File: config.mk
export PLATFORM = sky130hd
export DESIGN_NAME = irq_pending_latch_flat
export DESIGN_NICKNAME = d
export VERILOG_FILES = /design/src/rtl/irq_pending_latch_pkg.sv /design/src/rtl/irq_pending_latch_if.sv /design/src/rtl/irq_pending_latch_req_edge_detect.sv /design/src/rtl/irq_pending_latch.sv /design/src/flat_wrapper.sv
export SDC_FILE = /design/constraint.sdc
export NUM_CORES = 1
export LEC_CHECK = 0
export ABC_CLOCK_PERIOD_IN_PS = 3800
export CAP_MARGIN = 15
export CORE_AREA = 2 2 46 48
export DETAILED_ROUTE_END_ITERATION = 12
export DIE_AREA = 0 0 48 50
export PLACE_DENSITY_LB_ADDON = 0.08
export SLEW_MARGIN = 20
export SYNTH_ARGS = -nofsm -noshare
export SYNTH_HDL_FRONTEND = slang
export SYNTH_SLANG_ARGS = --single-unit
File: constraint.sdc
create_clock -name clk -period 3.8 [get_ports clk]
set_clock_uncertainty 0.2 [all_clocks]
set_input_delay 1.14 -clock clk [delete_from_list [all_inputs] [get_ports clk]]
set_output_delay 1.14 -clock clk [all_outputs]
set_load 0.05 [all_outputs]
File: src/rtl/irq_pending_latch_pkg.sv
// Shared constants and types for the interrupt pending-latch front end.
// idx_onehot turns an acknowledge index into the one-hot retire vector.
package irq_pkg;

    localparam int unsigned N_REQ = 8;
    localparam int unsigned IDX_W = 3;

    localparam logic EDGE_MODE  = 1'b1;
    localparam logic LEVEL_MODE = 1'b0;

    typedef logic [N_REQ-1:0] req_vec_t;
    typedef logic [IDX_W-1:0] req_idx_t;

    function automatic req_vec_t idx_onehot(input logic en, input req_idx_t idx);
        req_vec_t v;
        v = '0;
        if (en) begin
            v[idx] = 1'b1;
        end
        return v;
    endfunction

endpackage

File: src/rtl/irq_pending_latch_if.sv
// Request/mask/acknowledge bundle between the interrupt source side and the latch.
// The latch is the slave; the consumer/stimulus side is the master.
interface irq_pending_latch_if;
    import irq_pkg::*;

    req_vec_t req_in;
    req_vec_t mask;
    logic     ack;
    req_idx_t ack_idx;
    logic     ovf_clr;
    req_vec_t pend_out;
    logic     irq;
    logic     overflow;

    modport master (
        output req_in, mask, ack, ack_idx, ovf_clr,
        input  pend_out, irq, overflow
    );

    modport slave (
        input  req_in, mask, ack, ack_idx, ovf_clr,
        output pend_out, irq, overflow
    );

endinterface

File: src/rtl/irq_pending_latch_req_edge_detect.sv
// Holds the previous request sample and produces the per-line event vector:
// rising edges when EDGE=1, the raw level when EDGE=0.
module req_edge_detect #(
    parameter logic        EDGE  = 1'b1,
    parameter int unsigned WIDTH = 8
) (
    input  logic             clk,
    input  logic             rst,
    input  logic [WIDTH-1:0] req_in,
    output logic [WIDTH-1:0] ev
);

    logic [WIDTH-1:0] req_q;

    // Reset to zero so a line held high across reset release reads as one edge.
    always_ff @(posedge clk) begin
        if (rst) begin
            req_q <= '0;
        end else begin
            req_q <= req_in;
        end
    end

    always_comb begin
        ev = '0;
        if (EDGE) begin
            ev = req_in & ~req_q;
        end else begin
            ev = req_in;
        end
    end

endmodule

File: src/rtl/irq_pending_latch.sv
// Sticky pending-request latch with mask gating and indexed acknowledge,
// feeding an 8-to-3 priority encoder downstream.
module irq_pending_latch
    import irq_pkg::*;
#(
    parameter logic EDGE = EDGE_MODE
) (
    input logic                clk,
    input logic                rst,
    irq_pending_latch_if.slave bus
);

    req_vec_t ev;
    req_vec_t clr;
    req_vec_t pending;
    logic     overflow_q;
    logic     ovf_set;

    req_edge_detect #(
        .EDGE  (EDGE),
        .WIDTH (N_REQ)
    ) u_edge (
        .clk    (clk),
        .rst    (rst),
        .req_in (bus.req_in),
        .ev     (ev)
    );

    always_comb begin
        clr     = idx_onehot(bus.ack, bus.ack_idx);
        ovf_set = |(ev & pending & ~clr);
    end

    // An event on a bit being retired this cycle re-arms it rather than overflowing.
    always_ff @(posedge clk) begin
        if (rst) begin
            pending    <= '0;
            overflow_q <= 1'b0;
        end else begin
            pending <= (pending & ~clr) | ev;
            if (ovf_set) begin
                overflow_q <= 1'b1;
            end else if (bus.ovf_clr) begin
                overflow_q <= 1'b0;
            end
        end
    end

    always_comb begin
        bus.pend_out = pending & bus.mask;
        bus.irq      = |(pending & bus.mask);
        bus.overflow = overflow_q;
    end

endmodule

File: src/flat_wrapper.sv
// flat-port wrapper written by rule: the top's interface ports become plain ports
module irq_pending_latch_flat import irq_pkg::*;
#(
    parameter logic EDGE = EDGE_MODE
)
  (clk, rst, bus_req_in, bus_mask, bus_ack, bus_ack_idx, bus_ovf_clr, bus_pend_out, bus_irq, bus_overflow);
  irq_pending_latch_if bus_i ();
  input logic clk;
  input logic rst;
  input wire logic [$bits(bus_i.req_in)-1:0] bus_req_in;
  input wire logic [$bits(bus_i.mask)-1:0] bus_mask;
  input wire logic [$bits(bus_i.ack)-1:0] bus_ack;
  input wire logic [$bits(bus_i.ack_idx)-1:0] bus_ack_idx;
  input wire logic [$bits(bus_i.ovf_clr)-1:0] bus_ovf_clr;
  output wire logic [$bits(bus_i.pend_out)-1:0] bus_pend_out;
  output wire logic [$bits(bus_i.irq)-1:0] bus_irq;
  output wire logic [$bits(bus_i.overflow)-1:0] bus_overflow;
  assign bus_i.req_in = bus_req_in;
  assign bus_i.mask = bus_mask;
  assign bus_i.ack = bus_ack;
  assign bus_i.ack_idx = bus_ack_idx;
  assign bus_i.ovf_clr = bus_ovf_clr;
  assign bus_pend_out = bus_i.pend_out;
  assign bus_irq = bus_i.irq;
  assign bus_overflow = bus_i.overflow;
  irq_pending_latch #(.EDGE(EDGE)) u_core (.clk(clk), .rst(rst), .bus(bus_i));
endmodule
# Word-level counts from Yosys, hierarchy flattened
# Cells that the tools add are included.
[op_classes] magnitude_cmp=2 n_mux=5 bitwise=8 reduce_logical=4
[ops] cell="8-bit AND" count=5
[ops] cell="8-bit inverter" count=2
[ops] cell="8-bit OR reduction" count=2
[ops] cell="8-bit 2-to-1 mux" count=1
[ops] cell="8-bit bitwise OR" count=1
[ops] cell="3-bit by 4-bit less-than comparator with 1-bit output (second input constant)" count=1
[ops] cell="1-bit demux with 3-bit select" count=1
[ops] cell="3-bit by 1-bit >= comparator with 1-bit output (second input constant)" count=1
[ops] cell="1-bit 2-to-1 mux" count=3
[ops] cell="2-bit nonzero test" count=1
[ops] cell="1-bit logical AND" count=1
[totals] regBits=17 in_bits=23 out_inout_bits=10 elab_cells=22

# Logic depth before layout (Yosys ltp)
[logic_depth] ltp_word=9 ltp_mapped=4

# By module
# Synthesis repeated with hierarchy kept, for this count alone.
[unflattened] hier_cells=82 hier_area_um2=729.4
[modules_own_cells] module="irq_pending_latch" instances=1 cells_each=58 area_each_um2=469.2
[modules_own_cells] module="req_edge_detect" instances=1 cells_each=24 area_each_um2=260.2

# Worst setup path after synthesis
# OpenSTA, ideal clock, no wires.
[synth_path] path_type="input to output" startpoint="input bus_mask[0]" endpoint="output bus_irq" arrival_ns=2.693 slack_ns=-0.233 path_stages=3 path_buffers=0 cell_sequence="and2_1 -> or4_1 -> or4_1"
[synth_between] elab_chain_cells=2
[synth_rtl] element="start: declaration" line="flat_wrapper.sv:11" rtl="input wire logic [$bits(bus_i.mask)-1:0] bus_mask;"
[synth_rtl] element="8-bit AND" line="irq_pending_latch.sv:51" rtl="bus.irq = |(pending & bus.mask);"
[synth_rtl] element="8-bit OR reduction" line="irq_pending_latch.sv:51"
[synth_rtl] element="end: declaration" line="flat_wrapper.sv:16" rtl="output wire logic [$bits(bus_i.irq)-1:0] bus_irq;"
# Every way passes these cells.

# Final worst setup path
[layout_path] startpoint="input bus_mask[2]" endpoint="output bus_irq"
# The elaborated chain is that of the path after synthesis.

==> impl_metrics.json <==
{
  "dp_hpwl_mm": 1.40,
  "combPwrFrac": 0.308,
  "ir_worst_vdd_v": 0.000236,
  "cp_max_fo": 2,
  "synthCells": 76,
  "relSlewSlack": 0.602,
  "diodes": 0,
  "clock_latency_ns": 0.28,
  "leakagePower_nw": 0.541,
  "worstSetupEndpointType": "output pin",
  "setup_viol": 1,
  "finalWorstSetupSlack_ns": -0.0105,
  "pwr-share-clk": 0.220,
  "max-cap-violations": 0,
  "die_w_um": 48,
  "numCtsBuffers": 3,
  "core-area_sq_mm": 0.00190,
  "initial_core_util": 0.368,
  "place_congestion": 0.658,
  "cp.arrival_ns": 2.47,
  "period_share": 1.00,
  "hold_class": "reg2reg",
  "worst-setup-path-type": "in2out",
  "drt_iter0_drc": 4,
  "violations": "setup timing",
  "cts_root_buf": "clkbuf_4",
  "drc": 0,
  "synth.avg_cell_area_sq_um": 9.22,
  "powerDensity_mw_per_mm2": 331,
  "rows": 16,
  "min_period_ns": 3.81,
  "met2WireLength_um": 818,
  "routed-via-count": 704,
  "ant_nets": 0,
  "maxSlewViolCount": 0,
  "port_buffers": 32,
  "status": "complete, but fails checks",
  "crit_path_start_kind": "primary input",
  "fmax_mhz": 262,
  "sequentialPowerShare": 0.472,
  "mostFrequentLayoutCells": "clkdlybuf4s50_1 (17), dfxtp_1 (17), nor2b_1 (10), buf_4 (10), nand2b_1 (9)",
  "track_usage": 0.154,
  "finalHoldViolCount": 0,
  "met3_length_um": 187,
  "vias_per_cell": 4.76,
  "netSwitchingPower_mw": 0.115,
  "dp_slack_ns": -0.397,
  "cts.sinks": 17,
  "grt_overflow_total": 0,
  "m1WireLength_um": 707,
  "grt_antenna_before_repair": 0,
  "cts_buffer_depth": 2,
  "hold-worst-slack_ns": 0.317,
  "die_height_um": 50,
  "drt-pass1-iter-count": 4,
  "area_delta_synth_final_pct": 79.3,
  "grt_setup_unrepaired": "true",
  "worst_pin_slew_ns": 0.596,
  "r2r_setup_slack_ns": 2.57,
  "wl_mm": 1.71,
  "fillCellCount": 175,
  "grt_pass1_wl_mm": 2.69,
  "post_drt_wl_per_cell_um": 11.6,
  "power.internal_mw": 0.300,
  "ioPinCount": 33,
  "synth_cell_types": 21,
  "ys_seq_elements": 17,
  "ys_seq_area_frac": 0.486,
  "grt_pass1_vias": 650,
  "synth_warnings": 0,
  "path_clk_slew_ns": 0.10,
  "syn_nets": 99,
  "grt_max_degree": 18,
  "top_layer": "met3",
  "htreeDepth": 1,
  "power.share.switching": 0.277,
  "required_ns": 2.46,
  "cts_tree": "built",
  "fin_nets": 145,
  "drive_gt1_frac": 0.298,
  "syn_area_sq_um": 701,
  "die-area_sq_mm": 0.00240
}
registers in the layout, summed over array words and instances (netlist names):
signal,flops
u_core.bus.overflow,1
u_core.pending,8
u_core.u_edge.req_q,8
what timing repair did:
item | in CTS | in global routing
gates resized for setup | 21 | 4
hold buffers | 0 | 0
setup buffers | 0 | 2
setup endpoints to repair | 1 | 1
pin swaps | 4 | 3
synthesized netlist by cell type:
library cell  instances  share of area
nor2_1                2          0.011
o221ai_1              2          0.025
and2_1                6          0.054
or2_2                 1         0.0089
nand4_1               1         0.0089
o22ai_1               1         0.0089
o31ai_1               2          0.021
nand3_1               1         0.0071
o21ai_0               4          0.029
a32oi_1               1          0.013
nand2_1               2          0.011
and2_4                2          0.025
dfxtp_1              17           0.49
inv_1                 2          0.011
or4_1                 2          0.021
o31a_1                1          0.013
nand4bb_1             1          0.016
nand2b_1              9          0.080
clkbuf_1              1         0.0054
a21oi_1               8          0.057
nor2b_1              10          0.089
final timing paths:
kind | end | start | cells after the start
min | u_core.pending[4] | u_core.pending[4] | 2
min reg2reg | u_core.pending[4] | u_core.pending[4] | 2
max | bus_irq | bus_mask[2] | 5
max reg2reg | u_core.bus.overflow | u_core.u_edge.req_q[7] | 4
metrics by stage:
step	area, sq um	util	instances	setup TNS (ns)	total power, mW
detailed placement	1190	0.628	142	-0.397	0.322
global placement	1190	0.628	142	-0.351	0.319
finish	1260	0.661	148	-0.0105	0.415
global route	1260	0.661	148	-0.0272	0.437
floorplan	706	-	76	0	0.257
CTS	1240	0.651	146	-0.0885	0.418
power by group through the flow:
stage	combinational (mW)	clock (mW)	sequential, mW
finish	0.128	0.0914	0.196
global route	0.137	0.102	0.197
CTS	0.128	0.0938	0.196
detailed placement	0.122	0	0.200
global placement	0.120	0	0.199
floorplan	0.0538	0	0.203
cells by family (layout without fill, tap and decap cells):
logic type             Yosys count  in the layout  synth area share
AO/OA/AOI/OAI                   19             19             0.166
AND/OR/NAND/NOR                 37             37             0.332
flip-flops                      17             17             0.486
buffers and inverters            3             48            0.0161
per-layer routing:
metal	vias up	global-route usage
met4	0	0.0405
met2	27	0.244
met3	0	0.0586
met5	-	0
met1	322	0.190
li1	355	-
worst max-delay path, stage by stage:
cell and delay, ns:
buf_6 0.09, and2_4 0.12, or4_4 0.52, or4_4 0.44
buf_8 0.17
cell type report:
type,instances,area (sq um),share of cell area
clock buffer,3,22.5,0.0179
clock inverter,1,5.00,0.00398
inverter,2,7.51,0.00598
multi-input combinational,56,369,0.294
sequential,17,340,0.271
tap,27,33.8,0.0269
timing repair buffer,42,478,0.380
Power figures use the tool's default switching activity.
